===== src/rtl/uart_pkg.sv =====
`default_nettype none
// ============================================================================
// Module   : uart_pkg
// Purpose  : Constants and types shared by the UART core and its RX/TX FIFOs.
// Revision : 1.0 - initial release
// ============================================================================
package uart_pkg;

    localparam int UART_DATA_W   = 8;
    localparam int RX_FIFO_DEPTH = 16;

    typedef logic [UART_DATA_W-1:0] uart_byte_t;

    // Depth legality: a power of two, at least four entries.
    function automatic bit fifo_depth_ok(input int depth);
        return (depth >= 4) && ((depth & (depth - 1)) == 0);
    endfunction

endpackage
`default_nettype wire


===== src/rtl/fifo_ctrl.sv =====
`default_nettype none
// ============================================================================
// Module   : fifo_ctrl
// Purpose  : Pointer/count bookkeeping and push/pop qualification for a FIFO.
// Revision : 1.0 - initial release
// ============================================================================
module fifo_ctrl #(
    parameter int DEPTH  = 16,
    parameter int ADDR_W = $clog2(DEPTH)
) (
    input  logic              clk,
    input  logic              rst,
    input  logic              i_push_req,
    input  logic              i_pop_req,
    output logic              o_wr_en,
    output logic              o_rd_en,
    output logic              o_drop,
    output logic [ADDR_W-1:0] o_wr_ptr,
    output logic [ADDR_W-1:0] o_rd_ptr,
    output logic [ADDR_W:0]   o_count,
    output logic              o_empty,
    output logic              o_full
);

    localparam logic [ADDR_W:0] c_full_count = (ADDR_W + 1)'(DEPTH);

    logic [ADDR_W-1:0] r_wr_ptr;
    logic [ADDR_W-1:0] r_rd_ptr;
    logic [ADDR_W:0]   r_count;
    logic              w_empty;
    logic              w_full;
    logic              w_pop;
    logic              w_push;

    assign w_empty = (r_count == '0);
    assign w_full  = (r_count == c_full_count);

    // A pop on the same edge frees the slot a push needs when full.
    assign w_pop  = i_pop_req & ~w_empty;
    assign w_push = i_push_req & (~w_full | w_pop);

    always_ff @(posedge clk) begin
        if (rst) begin
            r_wr_ptr <= '0;
            r_rd_ptr <= '0;
            r_count  <= '0;
        end else begin
            if (w_push) begin
                r_wr_ptr <= r_wr_ptr + 1'b1;
            end
            if (w_pop) begin
                r_rd_ptr <= r_rd_ptr + 1'b1;
            end
            case ({w_push, w_pop})
                2'b10:   r_count <= r_count + 1'b1;
                2'b01:   r_count <= r_count - 1'b1;
                default: r_count <= r_count;
            endcase
        end
    end

    assign o_wr_en  = w_push & ~rst;
    assign o_rd_en  = w_pop & ~rst;
    assign o_drop   = i_push_req & ~w_push & ~rst;
    assign o_wr_ptr = r_wr_ptr;
    assign o_rd_ptr = r_rd_ptr;
    assign o_count  = r_count;
    assign o_empty  = w_empty;
    assign o_full   = w_full;

endmodule
`default_nettype wire


===== src/rtl/uart_rx_fifo.sv =====
`default_nettype none
// ============================================================================
// Module   : uart_rx_fifo
// Purpose  : First-word-fall-through receive buffer behind uart_top.
// Revision : 1.0 - initial release
// ============================================================================
module uart_rx_fifo
    import uart_pkg::*;
#(
    parameter int DATA_W   = UART_DATA_W,
    parameter int DEPTH    = RX_FIFO_DEPTH,
    parameter int ADDR_W   = $clog2(DEPTH),
    parameter int AF_LEVEL = DEPTH - 2
) (
    input  logic              clk,
    input  logic              rst,
    input  logic              rx_valid,
    input  logic [DATA_W-1:0] rx_data,
    input  logic              rd_en,
    output logic [DATA_W-1:0] rd_data,
    output logic              rd_valid,
    output logic [ADDR_W:0]   count,
    output logic              full,
    output logic              almost_full,
    output logic              overflow,
    input  logic              ovf_clr
);

    localparam logic [ADDR_W:0] c_af_level = (ADDR_W + 1)'(AF_LEVEL);

    logic [DATA_W-1:0] r_mem [DEPTH];
    logic              r_overflow;

    logic              w_wr_en;
    logic              w_rd_en;
    logic              w_drop;
    logic [ADDR_W-1:0] w_wr_ptr;
    logic [ADDR_W-1:0] w_rd_ptr;
    logic [ADDR_W:0]   w_count;
    logic              w_empty;
    logic              w_full;

    generate
        if (!fifo_depth_ok(DEPTH)) begin : g_bad_depth
            // Unresolvable instance stops elaboration on an illegal depth.
            fifo_depth_must_be_pow2_min4 u_bad_depth ();
        end
    endgenerate

    fifo_ctrl #(
        .DEPTH  (DEPTH),
        .ADDR_W (ADDR_W)
    ) u_ctrl (
        .clk        (clk),
        .rst        (rst),
        .i_push_req (rx_valid),
        .i_pop_req  (rd_en),
        .o_wr_en    (w_wr_en),
        .o_rd_en    (w_rd_en),
        .o_drop     (w_drop),
        .o_wr_ptr   (w_wr_ptr),
        .o_rd_ptr   (w_rd_ptr),
        .o_count    (w_count),
        .o_empty    (w_empty),
        .o_full     (w_full)
    );

    // Storage is deliberately left uninitialised by reset.
    always_ff @(posedge clk) begin
        if (w_wr_en) begin
            r_mem[w_wr_ptr] <= rx_data;
        end
    end

    // Sticky loss indicator; a drop on the clearing edge keeps it set.
    always_ff @(posedge clk) begin
        if (rst) begin
            r_overflow <= 1'b0;
        end else if (w_drop) begin
            r_overflow <= 1'b1;
        end else if (ovf_clr) begin
            r_overflow <= 1'b0;
        end
    end

    assign rd_data     = w_empty ? '0 : r_mem[w_rd_ptr];
    assign rd_valid    = ~w_empty;
    assign count       = w_count;
    assign full        = w_full;
    assign almost_full = (w_count >= c_af_level);
    assign overflow    = r_overflow;

    logic w_unused;
    assign w_unused = w_rd_en;

endmodule
`default_nettype wire


===== config.mk =====
export PLATFORM = sky130hd
export DESIGN_NAME = uart_rx_fifo
export DESIGN_NICKNAME = d
export VERILOG_FILES = /design/src/rtl/uart_pkg.sv /design/src/rtl/fifo_ctrl.sv /design/src/rtl/uart_rx_fifo.sv
export SDC_FILE = /design/constraint.sdc
export NUM_CORES = 1
export LEC_CHECK = 0
export ABC_AREA = 1
export BUFFER_PORTS_ARGS = -buffer_cell sky130_fd_sc_hd__buf_2
export CAP_MARGIN = 25
export CORE_MARGIN = 3
export CORE_UTILIZATION = 46
export CTS_CLUSTER_DIAMETER = 50
export CTS_CLUSTER_SIZE = 14
export DETAILED_ROUTE_END_ITERATION = 8
export GPL_TIMING_DRIVEN = 0
export PLACE_DENSITY = 0.71
export SLEW_MARGIN = 20
export SYNTH_ARGS = -nofsm -noshare
export SYNTH_HDL_FRONTEND = slang
export SYNTH_SLANG_ARGS = --single-unit

===== constraint.sdc =====
create_clock -name clk -period 2.5 [get_ports clk]
set_input_delay 0.5 -clock clk [delete_from_list [all_inputs] [get_ports clk]]
set_output_delay 0.5 -clock clk [all_outputs]
set_load 0.02 [all_outputs]

==> results of run 1 <==
-- power breakdown --
part	switching (mW)	total, mW	internal, mW	leakage [nW]
clock network	0.937	2.37	1.43	0.266
logic	1.53	2.28	0.748	1.18
registers	0.0970	2.84	2.74	1.30
total	2.56	7.49	4.93	2.75
-- cell usage after synthesis (all sizes together) --
| cell | number |
|---|---|
| nand2 | 188 |
| edfxtp | 128 |
| nand3 | 108 |
| nor2 | 29 |
| inv | 24 |
| buf | 23 |
| a21oi | 21 |
| dfxtp | 18 |
| ha | 9 |
| o21ai | 7 |
| clkbuf | 4 |
| xor2 | 4 |
| fa | 1 |
| nand4 | 1 |
| o211ai | 1 |
| xnor2 | 1 |
-- cells by family (layout without fill, tap and decap cells) --
kind of cell             count (synthesis)  after routing  share of synthesized area (%)
XOR/XNOR                                 5              5                          0.709
AO/OA/AOI/OAI                           29             29                           2.39
adder cells (fa/ha/maj)                 10             10                           2.15
flip-flops                             146            146                           68.1
buffers and inverters                   51            110                           4.48
AND/OR/NAND/NOR                        326            326                           22.2
-- per-stage QoR --
stage	setup WS (ns)	hold slack, ns
6_report	0.101	0.338
5_1_grt	-0.00312	0.377
4_1_cts	0.0108	0.326
3_5_place_dp	0.219	0.472
3_3_place_gp	0.262	0.451
2_1_floorplan	0.337	0.447
-- final timing paths --
path                                    end  slack [ns]
max                              rd_data[4]        0.10
min reg2reg           overflow$_SDFFE_PP0P_        0.48
min                   overflow$_SDFFE_PP0P_        0.34
max reg2reg  u_ctrl.o_count[3]$_SDFFE_PP0P_        0.25
-- registers in the layout, indices dropped and copies added (netlist names), named ones only --
register / cells
r_mem: 128
u_ctrl.o_count: 5
u_ctrl.o_wr_ptr: 4
overflow: 1
u_ctrl.o_rd_ptr: 4
-- placed cells by master, fill, tap and decap left out, drive strengths merged --
master    netlist  layout
nand3         108     108
clkinvlp        0       2
bufinv          0       2
clkbuf          4      27
nand2         188     188
edfxtp        128     128
inv            24      24
ha              9       9
clkinv          0      10
fa              1       1
buf            23      45
nor2           29      29
xor2            4       4
nand4           1       1
o211ai          1       1
xnor2           1       1
a21oi          21      21
o21ai           7       7
dfxtp          18      18
-- cell type report --
type	count	area, um2	share of cell area [%]
plain buffers	27	215	3.02
clock buffers	17	425	5.97
clock inverters	14	123	1.72
inverters	24	92.6	1.30
multi-input cells	370	1700	23.9
flip-flops and latches	146	4210	59.0
well taps	172	215	3.02
repair buffers	28	148	2.07
-- worst max-delay path, cell delays in order (launching register included) --
cell	delay [ns]
dfxtp_1	0.31
buf_4	0.15
inv_1	0.09
clkbuf_4	0.20
nand3_1	0.12
nand3_1	0.10
nand2_1	0.10
nand2_1	0.06
a21oi_1	0.18
buf_4	0.17
-- layer usage --
layer,GRT usage [%],vias up
met5,0,-
met4,7.28,0
met3,6.36,21
met2,31.9,188
met1,28.4,2088
li1,-,2037
-- timing repair --
action / 4_1_cts / 5_1_grt
resized for setup: 0 / 25
hold endpoints to repair: 0 / 0
endpoints found under the setup margin: 0 / 10
==> results.sh, run 1 <==
export IMPL_outcome="finished clean"
export IMPL_clock_root_buffer="clkbuf_16"
export IMPL_route_vias_total=4334
export IMPL_syn_area_um2=6170
export IMPL_numCtsBuffers=17
export IMPL_arrival_ns=1.90
export IMPL_diodes=0
export IMPL_crit_path_end_kind="output pin"
export IMPL_finClkSkew_ns=0.0124
export IMPL_fin_crit_ns=2.40
export IMPL_hold_viol_final=0
export IMPL_finalSetupTns_ns=0
export IMPL_route_met2_wl_um=6800
export IMPL_timing_rr_start="u_ctrl.o_count[0]$_SDFFE_PP0P_"
export IMPL_maxSlewViolCount=0
export IMPL_top_layer="met4"
export IMPL_gp_congestion=0.942
export IMPL_clock_latency_ns=0.42
export IMPL_yosysUniqueCellTypes=22
export IMPL_max_freq_mhz=417
export IMPL_initial_core_util_pct=47.9
export IMPL_hp_class="input pin to register"
export IMPL_power_density_nw_per_um2=1050
export IMPL_cts_sinks=146
export IMPL_dieHeight_um=122
export IMPL_drt_met1_wl_um=6100
export IMPL_cts_path_max_buffers=2
export IMPL_wl_met3_um=1340
export IMPL_netlist_top_cells_area="edfxtp_1, nand2_1, nand3_1"
export IMPL_rr_worst_depth=12
export IMPL_h_tree_depth=4
export IMPL_ir_drop_mv=0.462
export IMPL_final_layout_size_suffix_gt1_share_pct=13.9
export IMPL_fin_crit_sh_pct=96.0
export IMPL_syn_num_nets=590
export IMPL_wl_per_cell_um=18.1
export IMPL_slew_headroom_pct=36.0
export IMPL_grt_overflow=0
export IMPL_finalPower_mw=7.49
export IMPL_cp_start_kind="register"
export IMPL_dpl_hpwl_um=9830
export IMPL_grt_max_degree=17
export IMPL_routed_wl_um=14500
export IMPL_dr_pass1_iters=6
export IMPL_ant_nets=0
export IMPL_crit_type="register to output pin"
export IMPL_dpl_cell_count=767
export IMPL_synth_cells=567
export IMPL_area_delta_synth_final_pct=15.4
export IMPL_p_leak_nw=2.75
export IMPL_synth_top_area_share_pct=62.3
export IMPL_dpl_cell_area_um2=6530
export IMPL_grt_pass1_vias=4200
export IMPL_post_cts_buffers=0
export IMPL_maxCapViolations=0
export IMPL_grt_pass1_wl_um=22800
export IMPL_final_cells=798
export IMPL_final_nets=637
export IMPL_syn_avg_cell_area_um2=10.9
export IMPL_io_pins=30
export IMPL_seq_area_frac_synth_pct=68.1
export IMPL_setup_viol=0
export IMPL_synth_top_cell_by_area="edfxtp_1"
export IMPL_ys_seq_elements=146
export IMPL_dieArea_um2=14800
export IMPL_drc_errors=0
export IMPL_grt_use_total_pct=20.8
export IMPL_cts_tree="built"
export IMPL_antenna_found_initial=0
export IMPL_fin_area_um2=7130
export IMPL_rows=41
export IMPL_ys_warn_count=0
export IMPL_min_path_cells=4
export IMPL_drtIter0Drc=504
export IMPL_io_buffers=28
export IMPL_path_clk_slew_ns=0.06
export IMPL_finalCoreUtilization_pct=55.3
export IMPL_rsz0062_at_grt="true"
export IMPL_required_ns=2.00
export IMPL_dieWidth_um=122
export IMPL_tightest_slew_ns=0.957
export IMPL_core_area_um2=12900
export IMPL_fillers=1110
export IMPL_hp_start="ovf_clr"
export IMPL_routed_via_density=5.43
export IMPL_holdBufCountCts=0
export IMPL_critPathMaxFanout=10
Note: power is estimated with default switching activity, not from simulation.
==> run 2, diff against run 1 <==
--- a/config.mk
+++ b/config.mk
@@ -6,15 +6,16 @@
 export NUM_CORES = 1
 export LEC_CHECK = 0
 export ABC_AREA = 1
-export BUFFER_PORTS_ARGS = -buffer_cell sky130_fd_sc_hd__buf_2
 export CAP_MARGIN = 25
-export CORE_MARGIN = 3
+export CELL_PAD_IN_SITES_DETAIL_PLACEMENT = 1
+export CELL_PAD_IN_SITES_GLOBAL_PLACEMENT = 1
 export CORE_UTILIZATION = 46
 export CTS_CLUSTER_DIAMETER = 50
 export CTS_CLUSTER_SIZE = 14
 export DETAILED_ROUTE_END_ITERATION = 8
+export DONT_BUFFER_PORTS = 1
 export GPL_TIMING_DRIVEN = 0
-export PLACE_DENSITY = 0.71
+export PLACE_DENSITY = 0.81
 export SLEW_MARGIN = 20
 export SYNTH_ARGS = -nofsm -noshare
 export SYNTH_HDL_FRONTEND = slang
==> run 2 against run 1 <==
Worst setup slack improved by 0.0098 ns; die area decreased by 6.5%; clock power decreased by 9.3%; total power decreased by 0.61%; non-clock buffer count decreased by 25; fmax increased by 0.41%; count of clock-buffer cells in the layout increased by 3; critical path type unchanged; largest power group unchanged.
==> results.sh, run 2 (synthesized netlist as in run 1, its figures left out) <==
export IMPL_outcome="finished clean"
export IMPL_clock_root_buffer="clkbuf_16"
export IMPL_routed_via_density=5.63
export IMPL_grt_max_degree=17
export IMPL_setup_viol=0
export IMPL_required_ns=2.00
export IMPL_maxCapViolations=0
export IMPL_critPathMaxFanout=10
export IMPL_routed_wl_um=16700
export IMPL_dieWidth_um=118
export IMPL_ir_drop_mv=0.948
export IMPL_drc_errors=0
export IMPL_maxSlewViolCount=0
export IMPL_min_path_cells=0
export IMPL_crit_path_end_kind="output pin"
export IMPL_route_vias_total=4351
export IMPL_dpl_cell_area_um2=6390
export IMPL_ant_nets=0
export IMPL_final_cell_mix="nand2_1, edfxtp_1, nand3_1"
export IMPL_fin_crit_sh_pct=95.6
export IMPL_p_leak_nw=2.62
export IMPL_antenna_found_initial=0
export IMPL_io_buffers=0
export IMPL_initial_core_util_pct=47.9
export IMPL_clock_latency_ns=0.43
export IMPL_tightest_slew_ns=0.947
export IMPL_largest_register_ffs=128
export IMPL_hp_class="input pin to register"
export IMPL_wl_per_cell_um=21.7
export IMPL_cts_sinks=146
export IMPL_grt_overflow=0
export IMPL_core_area_um2=12900
export IMPL_max_freq_mhz=419
export IMPL_p_seq_share_pct=38.9
export IMPL_cts_tree="built"
export IMPL_cts_path_max_buffers=2
export IMPL_numCtsBuffers=17
export IMPL_fin_crit_ns=2.39
export IMPL_holdBufCountCts=0
export IMPL_dr_pass1_iters=4
export IMPL_crit_type="register to output pin"
export IMPL_grt_use_total_pct=25.8
export IMPL_hold_viol_final=0
export IMPL_grt_pass1_wl_um=26200
export IMPL_slew_headroom_pct=36.7
export IMPL_switching_power_mw=2.70
export IMPL_dieHeight_um=118
export IMPL_pwr_share_comb_pct=32.2
export IMPL_p_sw_share_pct=36.2
export IMPL_final_nets=612
export IMPL_top_register="r_mem"
export IMPL_h_tree_depth=4
export IMPL_drtIter0Drc=292
export IMPL_diodes=0
export IMPL_grt_pass1_vias=4669
export IMPL_path_clk_slew_ns=0.06
export IMPL_final_common_cell="nand2_1"
export IMPL_io_pins=30
export IMPL_fin_area_um2=7050
export IMPL_clkPwrFrac_pct=28.8
export IMPL_rows=41
export IMPL_arrival_ns=1.89
export IMPL_rr_worst_depth=12
export IMPL_finalCoreUtilization_pct=54.7
export IMPL_area_delta_synth_final_pct=14.1
export IMPL_finClkSkew_ns=0.00773
export IMPL_gp_congestion=0.950
export IMPL_final_layout_size_suffix_gt1_share_pct=12.1
export IMPL_power_internal_mw=4.75
export IMPL_dpl_hpwl_um=11400
export IMPL_dieArea_um2=13900
export IMPL_finalSetupTns_ns=0
export IMPL_cp_start_kind="register"
export IMPL_power_density_nw_per_um2=1060
-- run 2: cell count changes in the layout (fill, tap and decap cells not counted), sizes merged --
cell and change:
clkinv +1, bufinv -2, buf -24, clkbuf +2
inv -2
-- run 2: path summary, 6_finish.rpt --
kind	start	slack, ns	to
worst max-delay path	register	0.11	rd_data[2]
worst min-delay path	rx_data[2]	0.17	r_mem[6][2]$_DFFE_PP_
worst max register to register	u_ctrl.o_count[2]$_SDFFE_PP0P_	0.16	u_ctrl.o_count[4]$_SDFFE_PP0P_
worst min register to register	u_ctrl.o_rd_ptr[2]$_SDFFE_PP0P_	0.48	u_ctrl.o_rd_ptr[2]$_SDFFE_PP0P_
-- run 2: power by group through the flow --
stage / Clock, mW / Combinational (mW) / Sequential (mW)
after global placement: 0 / 1.91 / 2.93
final: 2.15 / 2.40 / 2.90
after global routing: 2.25 / 2.60 / 2.92
after floorplan: 0 / 1.43 / 2.91
after CTS: 2.16 / 2.14 / 2.89
after detailed placement: 0 / 2.01 / 2.93
-- run 2: what timing repair did --
item                                    CTS  global route
pin swaps                                 0             3
endpoints found under the setup margin   10            64
resized for setup                        11            34
buffers inserted                          0             3
-- run 2: area by class of cell --
cell class,instances,area (um2)
clock inverter,11,47.5
clock buffer,20,437
multi-input combinational,370,1790
tap,172,215
fill,1366,5830
sequential,146,4210
buffer,27,211
inverter,24,100
timing repair buffer,3,35.0
-- run 2: stage by stage --
step | total power [mW] | hold WS (ns) | instances | setup WS (ns)
2_1_floorplan | 4.34 | 0.447 | 567 | 0.337
3_3_place_gp | 4.83 | 0.470 | 739 | 0.104
3_5_place_dp | 4.95 | 0.480 | 739 | -0.0135
4_1_cts | 7.19 | 0.154 | 770 | -0.00122
5_1_grt | 7.77 | 0.156 | 773 | -0.0188
6_report | 7.44 | 0.169 | 773 | 0.111
-- run 2: critical path, cell delays in order, from the launching register on --
cell     delay [ns]
dfxtp_2        0.36
buf_6          0.17
buf_4          0.20
nand2_1        0.07
nand3_1        0.10
nand3_1        0.09
nand2_1        0.08
nand2_1        0.09
a21oi_4        0.29
-- run 2: per-layer routing --
layer,global-route usage [%],up-vias,wire (um)
li1,-,1990,-
met1,31.7,2181,6940
met2,42.5,141,8280
met3,5.72,39,866
met4,14.2,0,662
met5,0,-,0
